--- src/rtl/axil_master.sv ---
// axil_master: single-outstanding AXI4-Lite master.
// A simple cmd/rsp pair is turned into one AXI4-Lite read or write. Only
// one transaction is in flight at a time. Every output comes from a flop.
module axil_master #(
  parameter int ADDR_WIDTH = 4
) (
  input  logic                  M_AXI_ACLK,
  input  logic                  M_AXI_ARESETN,
  input  logic                  cmd_valid,
  output logic                  cmd_ready,
  input  logic                  cmd_write,
  input  logic [ADDR_WIDTH-1:0] cmd_addr,
  input  logic [31:0]           cmd_wdata,
  input  logic [3:0]            cmd_wstrb,
  output logic                  rsp_valid,
  input  logic                  rsp_ready,
  output logic [31:0]           rsp_rdata,
  output logic [1:0]            rsp_resp,
  output logic [ADDR_WIDTH-1:0] M_AXI_AWADDR,
  output logic                  M_AXI_AWVALID,
  input  logic                  M_AXI_AWREADY,
  output logic [31:0]           M_AXI_WDATA,
  output logic [3:0]            M_AXI_WSTRB,
  output logic                  M_AXI_WVALID,
  input  logic                  M_AXI_WREADY,
  input  logic [1:0]            M_AXI_BRESP,
  input  logic                  M_AXI_BVALID,
  output logic                  M_AXI_BREADY,
  output logic [ADDR_WIDTH-1:0] M_AXI_ARADDR,
  output logic                  M_AXI_ARVALID,
  input  logic                  M_AXI_ARREADY,
  input  logic [31:0]           M_AXI_RDATA,
  input  logic [1:0]            M_AXI_RRESP,
  input  logic                  M_AXI_RVALID,
  output logic                  M_AXI_RREADY
);

  localparam logic [2:0] IDLE         = 3'd0;
  localparam logic [2:0] WR_ADDR_DATA = 3'd1;
  localparam logic [2:0] WR_RESP      = 3'd2;
  localparam logic [2:0] RD_ADDR      = 3'd3;
  localparam logic [2:0] RD_DATA      = 3'd4;
  localparam logic [2:0] RESP         = 3'd5;

  logic [2:0]            state;
  logic [ADDR_WIDTH-1:0] addr;
  logic                  aw_done;
  logic                  w_done;

  // AW and AR never run at the same time, so one word-aligned address
  // register feeds both channels.
  assign M_AXI_AWADDR = addr;
  assign M_AXI_ARADDR = addr;

  // A channel counts as finished if it already retired or retires this edge.
  assign aw_done = !M_AXI_AWVALID || M_AXI_AWREADY;
  assign w_done  = !M_AXI_WVALID  || M_AXI_WREADY;

  // Transaction sequencer: every output is a registered function of state.
  always_ff @(posedge M_AXI_ACLK or negedge M_AXI_ARESETN) begin
    if (!M_AXI_ARESETN) begin
      state         <= IDLE;
      cmd_ready     <= 1'b0;
      rsp_valid     <= 1'b0;
      rsp_rdata     <= '0;
      rsp_resp      <= '0;
      addr          <= '0;
      M_AXI_WDATA   <= '0;
      M_AXI_WSTRB   <= '0;
      M_AXI_AWVALID <= 1'b0;
      M_AXI_WVALID  <= 1'b0;
      M_AXI_BREADY  <= 1'b0;
      M_AXI_ARVALID <= 1'b0;
      M_AXI_RREADY  <= 1'b0;
    end else begin
      case (state)
        IDLE: begin
          cmd_ready <= 1'b1;
          if (cmd_valid && cmd_ready) begin
            cmd_ready   <= 1'b0;
            addr        <= {cmd_addr[ADDR_WIDTH-1:2], 2'b00};
            M_AXI_WDATA <= cmd_wdata;
            M_AXI_WSTRB <= cmd_wstrb;
            if (cmd_write) begin
              M_AXI_AWVALID <= 1'b1;
              M_AXI_WVALID  <= 1'b1;
              state         <= WR_ADDR_DATA;
            end else begin
              M_AXI_ARVALID <= 1'b1;
              state         <= RD_ADDR;
            end
          end
        end
        WR_ADDR_DATA: begin
          if (M_AXI_AWVALID && M_AXI_AWREADY) M_AXI_AWVALID <= 1'b0;
          if (M_AXI_WVALID && M_AXI_WREADY)   M_AXI_WVALID  <= 1'b0;
          if (aw_done && w_done) begin
            M_AXI_BREADY <= 1'b1;
            state        <= WR_RESP;
          end
        end
        WR_RESP: begin
          if (M_AXI_BVALID && M_AXI_BREADY) begin
            M_AXI_BREADY <= 1'b0;
            rsp_resp     <= M_AXI_BRESP;
            rsp_rdata    <= '0;
            rsp_valid    <= 1'b1;
            state        <= RESP;
          end
        end
        RD_ADDR: begin
          if (M_AXI_ARREADY) begin
            M_AXI_ARVALID <= 1'b0;
            M_AXI_RREADY  <= 1'b1;
            state         <= RD_DATA;
          end
        end
        RD_DATA: begin
          if (M_AXI_RVALID && M_AXI_RREADY) begin
            M_AXI_RREADY <= 1'b0;
            rsp_rdata    <= M_AXI_RDATA;
            rsp_resp     <= M_AXI_RRESP;
            rsp_valid    <= 1'b1;
            state        <= RESP;
          end
        end
        RESP: begin
          // cmd_ready comes back only after the response is taken, so a
          // new command can never overlap the handshake cycle.
          if (rsp_ready) begin
            rsp_valid <= 1'b0;
            cmd_ready <= 1'b1;
            state     <= IDLE;
          end
        end
        default: state <= IDLE;
      endcase
    end
  end

endmodule

--- config.mk ---
export PLATFORM = sky130hd
export DESIGN_NAME = axil_master
export DESIGN_NICKNAME = d
export VERILOG_FILES = /design/src/rtl/axil_master.sv
export SDC_FILE = /design/constraint.sdc
export NUM_CORES = 1
export LEC_CHECK = 0
export CORE_MARGIN = 2
export CORE_UTILIZATION = 36
export CTS_CLUSTER_DIAMETER = 150
export DETAILED_ROUTE_END_ITERATION = 6
export PLACE_DENSITY_LB_ADDON = 0.05
export SLEW_MARGIN = 30
export SYNTH_ARGS = -nofsm -noshare
export SYNTH_HDL_FRONTEND = slang
export SYNTH_SLANG_ARGS = --single-unit
--- constraint.sdc ---
create_clock -name M_AXI_ACLK -period 1.7 [get_ports M_AXI_ACLK]
set_clock_uncertainty 0.05 [all_clocks]
set_input_delay 0.34 -clock M_AXI_ACLK [delete_from_list [all_inputs] [get_ports M_AXI_ACLK]]
set_output_delay 0.34 -clock M_AXI_ACLK [all_outputs]
set_load 0.01 [all_outputs]
Word-level counts from Yosys, hierarchy flattened
Cells that the tools add are included.
Cells by class
  equal/unequal tests: 15
  reductions and logical operators: 28
  multiplexer cells: 37
Operator list (count)
  2-to-1 mux 32 bit: 2
  case mux 32 bit (2 select lines): 1
  inequality test 2 bit (second input constant): 10
  2-to-1 mux 3 bit: 6
  case mux 3 bit (6 select lines): 1
  2-to-1 mux 1 bit: 16
  AND reduction 4 bit: 4
  case mux 1 bit (2 select lines): 6
  nonzero test 2 bit: 6
  AND reduction 3 bit: 3
  equality test 3 x 2 -> 1 bit (second input constant): 2
  equality test 3 bit (second input constant): 2
  logical AND 1 bit: 6
  2-to-1 mux 2 bit: 3
  AND reduction 6 bit: 1
  case mux 2 bit (2 select lines): 1
  AND reduction 2 bit: 2
  equality test 3 x 1 -> 1 bit (second input constant): 1
  logical NOT 3 bit: 1
  case mux 1 bit (3 select lines): 1
  nonzero test 3 bit: 1
  logical NOT 1 bit: 2
  logical OR 1 bit: 2
Word-level totals
  word-level logic and storage cells: 93
  output and inout bits: 85
  input bits: 86
  flip-flop bits (word level): 82

Longest topological paths before layout
Gate-level depths: netlist of the first run.
  word-level depth: 5
  mapped depth: 6
  depth with buffers taken out: 4

Worst setup path after synthesis of the first run
OpenSTA, ideal clock, no wires.
  path type: register to register
  start point: register state[2]
  end point: register addr[2] (netlist: M_AXI_ARADDR[2])
  buffers on the path: 2
  required time: 1.523 ns
  clock period less this slack: 1.627 ns
  stages on the path, launching flop included: 6
  library setup time: 0.127 ns
  arrival: 1.450 ns
  path slack: 0.073 ns
  cell sequence: dfrtp_1 > or2_1 > nor3_2 > buf_4 > buf_6 > mux2_1
On the way
  word-level cells in the longest chain between the ends: 2
RTL lines
  from (decl): RTL line 45  | logic [2:0] state;
  from (signal assigned): RTL line 62  | state <= IDLE;
  from (signal assigned): RTL line 87  | state <= WR_ADDR_DATA;
  from (signal assigned): RTL line 90  | state <= RD_ADDR;
  logical NOT 3 bit: RTL line 76  | case (state)
  AND reduction 2 bit (no source line)
  to (signal assigned): RTL line 81  | addr <= {cmd_addr[ADDR_WIDTH-1:2], 2'b00};
  to (decl): RTL line 46  | logic [ADDR_WIDTH-1:0] addr;
No other way between the ends.
A chain may end at the register's enable or synchronous reset.

Final worst setup path of the first run
  start point: register rsp_rdata[9]
  end point: output rsp_rdata[9]
RTL lines
  from (decl): RTL line 17  | output logic [31:0] rsp_rdata,
  from (signal assigned): RTL line 65  | rsp_rdata <= '0;
  from (signal assigned): RTL line 106  | rsp_rdata <= '0;
  from (signal assigned): RTL line 121  | rsp_rdata <= M_AXI_RDATA;
No word-level cell between the ends.

==> results.ini, run 1 <==
[critical_path]
cp-startpoint = rsp_rdata[9]
slowest_stage = clkdlybuf4s50_1
cp-start-kind = flip-flop
end_kind = output pin
reg2reg_from = state[2]
ff2ff_setup_slack_ps = 70
slowest_delay_ps = 570
crit_family = buffers and inverters
crit_chain = clkdlybuf4s50_1
cp_max_fo = 2
r2r-end = M_AXI_WDATA[19]
cp.required_ps = 1310
crit_arrival_ps = 1260
critical_path_class = reg2out
critPathBufInv = 1
reg2regPathDepth = 4

[power]
ir_worst_vdd_mv = 0.6589
p_leak_nw = 2.368
intPower_mw = 5.695
p_per_area_nw_per_um2 = 1524
clockPowerShare_pct = 16.3
p_comb_share_pct = 46.3
switching_share_pct = 32.17
p_total_mw = 8.396
seq_power_share_pct = 37.4
switching_power_mw = 2.701

[layout]
fillers = 802
nets = 565
num_antenna_cells = 0
area_delta_synth_final_pct = 61.32
ff_latch_area_um2 = 2053
multi_input_area_um2 = 1227
final_cell_mix = 153 x clkdlybuf4s50_1, 81 x dfrtp_1, 78 x nand2_1
final_layout_size_suffix_gt1_share_pct = 14.08
mostFrequentLayoutCell = clkdlybuf4s50_1

[timing]
fmax_ghz = 0.6064
worst_slack_ps = 50.88
setup_viol = 0
min_period_over_period_pct = 97.01
hold_viol = 0
layout_min_cycle_time_ps = 1649
rsz0062_at_grt = true
slew_violations = 0
hold_ws_ps = 417.2

[detailed_routing]
vias_per_cell = 4.536
drc_errors = 0
wl_per_cell_um = 13.98
drtPass1Iterations = 4
num_vias = 2776
wl_um = 8558
drt_iter0_drc = 67
postRouteAntennaNets = 0

[cts]
cts_tree = built
clk_latency_ps = 340
cts_htree_levels = 3
cts_root_buf = clkbuf_8
clock_sinks = 82
cts.path.max_buffers = 2
clk_pin_slew_ps = 80
numCtsBuffers = 9
post_cts_buffers = 0

[global_route]
grt.overflow.total = 0
gr-usage-met3_pct = 4.486
grt_pass1_vias = 2635
track_usage_pct = 16.57
grt_max_degree = 40
busiest_layer = met2
use_met2_pct = 26.18
antenna_found_initial = 0
grtUsageMet1_pct = 21.73
grt_first_pass_wirelength_um = 13250

[floorplan]
initial_core_util_pct = 36.97
boundaryPins = 171
core_area_um2 = 9240
fp-row-count = 35
fp.dieArea_um2 = 10280
die_h_um = 101.4
die_w_um = 101.4

[worst_hold_path]
hold_path.class = in2async

[placed_design]
gp_congestion = 0.7812
portBuffers = 164
dp_slack_ps = -173.9
hpwlAfterDp_um = 6229

[logic_synthesis]
syn_area_per_cell_um2 = 11.13
ys_types = 36
synthesis.area_um2 = 3416
yosysWarnings = 0
ys_seq_elements = 82
synthCells = 307
synth-seq-area-share_pct = 60.07

[status]
status = complete, no violations

[job]
max_cap_viol_count = 0

-- registers in the layout, indices dropped and copies added (netlist names) --
signal         cells
M_AXI_WDATA       32
rsp_rdata         32
M_AXI_WSTRB        4
state              3
M_AXI_ARADDR       2
rsp_resp           2
M_AXI_ARVALID      1
M_AXI_AWVALID      1
M_AXI_BREADY       1
M_AXI_RREADY       1
M_AXI_WVALID       1
cmd_ready          1
rsp_valid          1
-- layer usage --
| layer | wire (um) | up-vias | part of all wire, % |
|---|---|---|---|
| met5 | 0 | - | 0 |
| met4 | 157 | 0 | 1.8 |
| met3 | 692 | 10 | 8.1 |
| met2 | 3916 | 113 | 46 |
| met1 | 3791 | 1292 | 44 |
| li1 | - | 1361 | - |
-- Yosys cell counts (all sizes together) --
library cell	instances	area, um2
nand2b	1	6.260
mux2	38	427.9
o22ai	1	6.260
or2	1	6.260
inv	7	26.27
nor2b	1	6.260
dfrtp	82	2052
o32a	1	10.01
buf	18	125.1
o221ai	1	8.760
and2	2	12.51
conb	1	3.750
a221oi	1	8.760
nor3b	1	7.510
and4b	2	20.02
a31oi	1	6.260
a21o	1	7.510
or3	1	6.260
mux2i	2	20.02
a21oi	7	35.03
or3b	1	11.26
clkbuf	5	18.77
a2bb2oi	1	15.01
a32oi	1	8.760
nor2	7	26.28
nand2	78	292.8
a32o	2	20.02
o21ai	39	195.2
o211ai	1	7.510
nor3	1	10.01
o21a	1	7.510
-- kinds of logic (layout without fill, tap and decap cells) --
kind of cell	count (synthesis)	in the layout	synth area share, %
AOI/OAI and AO/OA	58	58	9.854
muxes	40	40	13.11
buffers and inverters	30	203	4.981
other	1	4	0.1098
DFF	82	82	60.07
and+or+nand+nor	96	96	11.87
-- power by group through the flow --
stage	sequential [mW]	combinational [mW]	clock (mW)
after floorplan	3.52	1.42	0
after global placement	3.17	3.92	0
after detailed placement	3.20	3.96	0
after CTS	3.16	3.95	1.42
after global routing	3.25	4.22	1.51
final	3.14	3.89	1.36
-- metrics by stage --
step / instance area [um2] / instances / util [%] / setup TNS, ps
after global routing: 5510 / 612 / 59.63 / -9.560
after floorplan: 3427 / 310 / - / 0
after CTS: 5489 / 612 / 59.40 / 0
after global placement: 5299 / 596 / 57.35 / -7167
final: 5510 / 612 / 59.63 / 0
after detailed placement: 5299 / 596 / 57.35 / -8184
-- what timing repair did --
action / CTS / global route
resized for setup: 3 / 9
cloned: 0 / 0
endpoints found under the setup margin: 3 / 15
hold buffers: 1 / 0
endpoints found under the hold margin: 23 / 0
-- area by class of cell --
class | instances | area share (%)
Sequential cell | 82 | 37.26
Timing Repair Buffer | 181 | 33.72
Multi-Input combinational cell | 198 | 22.28
Tap cell | 129 | 2.929
Clock buffer | 10 | 2.316
Clock inverter | 5 | 1.022
Inverter | 7 | 0.4768
-- how the worst max path moves through the flow --
stage | cells past startpoint | to
2_1_floorplan | 5 | M_AXI_ARADDR[2]
3_3_place_gp | 5 | M_AXI_WDATA[13]
3_5_place_dp | 5 | M_AXI_WDATA[27]
4_1_cts | 1 | cmd_ready
5_1_grt | 5 | state[1]
6_report | 1 | rsp_rdata[9]
Note: power is estimated with default switching activity, not from simulation.
==> run 2, diff against run 1 <==
--- a/config.mk
+++ b/config.mk
@@ -5,7 +5,6 @@
 export SDC_FILE = /design/constraint.sdc
 export NUM_CORES = 1
 export LEC_CHECK = 0
-export CORE_MARGIN = 2
 export CORE_UTILIZATION = 36
 export CTS_CLUSTER_DIAMETER = 150
 export DETAILED_ROUTE_END_ITERATION = 6
==> run 2 against run 1 <==
- power rose by 4.6%
- sequential power about the same
- combinational power grew 12%
- clock power decreased by 6%
- global-route usage is 1.4 points higher
- register-to-register slack got worse by 70 ps
- setup slack lost 49 ps
- critical path type is now reg2reg
- largest cell class is now non-clock buffers
==> results.ini, run 2 (same netlist as run 1, synthesis figures left out) <==
[status]
status = complete, no violations

[placed_design]
hpwlAfterDp_um = 6374  ; +2.3%
gp_congestion = 0.8377  ; +7.2%
dpl-instance-area_um2 = 5286  ; -0.24%
dp_slack_ps = -170.5  ; +3.393 ps
portBuffers = 164  ; unchanged
place_inst = 581  ; -2.5%

[detailed_routing]
postRouteAntennaNets = 0  ; unchanged
wl_um = 9237  ; +7.9%
drtPass1Iterations = 4  ; unchanged
num_vias = 2867  ; +3.3%
drt_iter0_drc = 83  ; +24%
drc_errors = 0  ; unchanged
wl_per_cell_um = 15.17  ; +8.5%
vias_per_cell = 4.708  ; +3.8%

[global_route]
grt_pass1_vias = 2810  ; +6.6%
track_usage_pct = 17.99  ; +1.4 points
grt_first_pass_wirelength_um = 13900  ; +4.9%
antenna_found_initial = 0  ; unchanged
grt_max_degree = 43  ; +7.5%
grt.overflow.total = 0  ; unchanged

[floorplan]
fp-row-count = 35  ; unchanged
core_area_um2 = 9196  ; -0.47%
initial_core_util_pct = 37.14  ; +0.18 points
die_w_um = 99.41  ; -2.0%
die_h_um = 99.41  ; -2.0%
boundaryPins = 171  ; unchanged
fp.dieArea_um2 = 9881  ; -3.9%

[layout]
postLayoutCoreUtil_pct = 62.72  ; +3.1 points
final_layout_size_suffix_gt1_share_pct = 17.47  ; +3.4 points
reg_top3 = M_AXI_WDATA (32), rsp_rdata (32), M_AXI_WSTRB (4)
area_delta_synth_final_pct = 68.86
stdcell_count = 609  ; -0.49%
stdcell_area_um2 = 5768  ; +4.7%
nets = 579  ; +2.5%
num_antenna_cells = 0  ; unchanged
mostFrequentLayoutCell = clkdlybuf4s50_1
final_cell_mix = 142 x clkdlybuf4s50_1, 82 x dfrtp_1, 78 x nand2_1

[critical_path]
cp-start-kind = flip-flop
crit_arrival_ps = 1880  ; +620 ps
end_kind = flip-flop
cp.required_ps = 1880  ; +570 ps
critical_path_class = reg2reg
cp_max_fo = 5  ; +3

[timing]
layout_min_cycle_time_ps = 1698  ; +49.13 ps
slew_violations = 0  ; unchanged
setup_viol = 0  ; unchanged
rsz0062_at_grt = true
min_period_over_period_pct = 99.90  ; +2.9 points
setup_tns_ps = 0  ; unchanged
hold_ws_ps = 384.7  ; -32.45 ps
worst_slack_ps = 1.748  ; -49.13 ps
fmax_ghz = 0.5888  ; -2.9%
hold_viol = 0  ; unchanged

[cts]
numCtsBuffers = 9  ; unchanged
cts_tree = built
cts_htree_levels = 3  ; unchanged
clk_pin_slew_ps = 90  ; about the same
clock_sinks = 82  ; unchanged
cts_root_buf = clkbuf_8
clk_latency_ps = 340  ; about the same
cts.path.max_buffers = 2  ; unchanged

[power]
p_total_mw = 8.785  ; +4.6%
ir_worst_vdd_mv = 0.7439  ; +13%
p_per_area_nw_per_um2 = 1523  ; about the same
p_leak_nw = 2.630  ; +11%

[worst_hold_path]
hold_path.class = in2async

[job]
max_cap_viol_count = 0  ; unchanged

## run 2: timing repair
| action | in CTS | in global routing |
|---|---|---|
| cloned | 0 | 4 |
| endpoints found under the hold margin | 24 | 0 |
| setup endpoints to repair | 5 | 52 |
| hold buffers | 1 | 0 |
| resized for setup | 3 | 48 |
| pin swaps | 0 | 2 |
| setup buffers | 2 | 5 |
## run 2: worst max-delay path, cell delays in order (launching register included)
cell       delay, ps
dfrtp_1          390
or2_4            270
nor3_4           220
buf_6            200
clkbuf_16        170
mux2_4           290
## run 2: cell type report
cell class | count | area, um2
flip-flops and latches | 82 | 2052
clock buffers | 10 | 127.6
fillers | 786 | 3428
inverters | 7 | 26.28
well taps | 111 | 138.9
multi-input cells | 198 | 1310
repair buffers | 195 | 2062
clock inverters | 6 | 51.30
## run 2: path summary, 6_finish.rpt
| path | from | slack [ps] | endpoint | cells past startpoint |
|---|---|---|---|---|
| min in group M_AXI_ACLK | rsp_rdata[22] | 430 | rsp_rdata[22] | 2 |
| hold reg to reg | rsp_rdata[22] | 430 | rsp_rdata[22] | 2 |
| setup reg to reg | state[1] | 2 | M_AXI_WSTRB[1] | 5 |
| max in group asynchronous | M_AXI_ARESETN | 700 | rsp_rdata[6] | 3 |
| hold / removal | M_AXI_ARESETN | 380 | M_AXI_WDATA[15] | 2 |
| setup / recovery | state[1] | 2 | M_AXI_WSTRB[1] | 5 |
## run 2: report_power, final
part | internal [mW] | switching, mW
clock network | 0.546 | 0.735
logic | 2.63 | 1.73
registers | 2.72 | 0.425
## run 2: routing by layer
metal	vias to the layer above	wire length (um)	GRT usage (%)
li1	1394	-	-
met1	1362	3967	22.72
met2	105	4540	30.18
met3	6	656	5.762
met4	0	73	4.072
met5	-	0	0
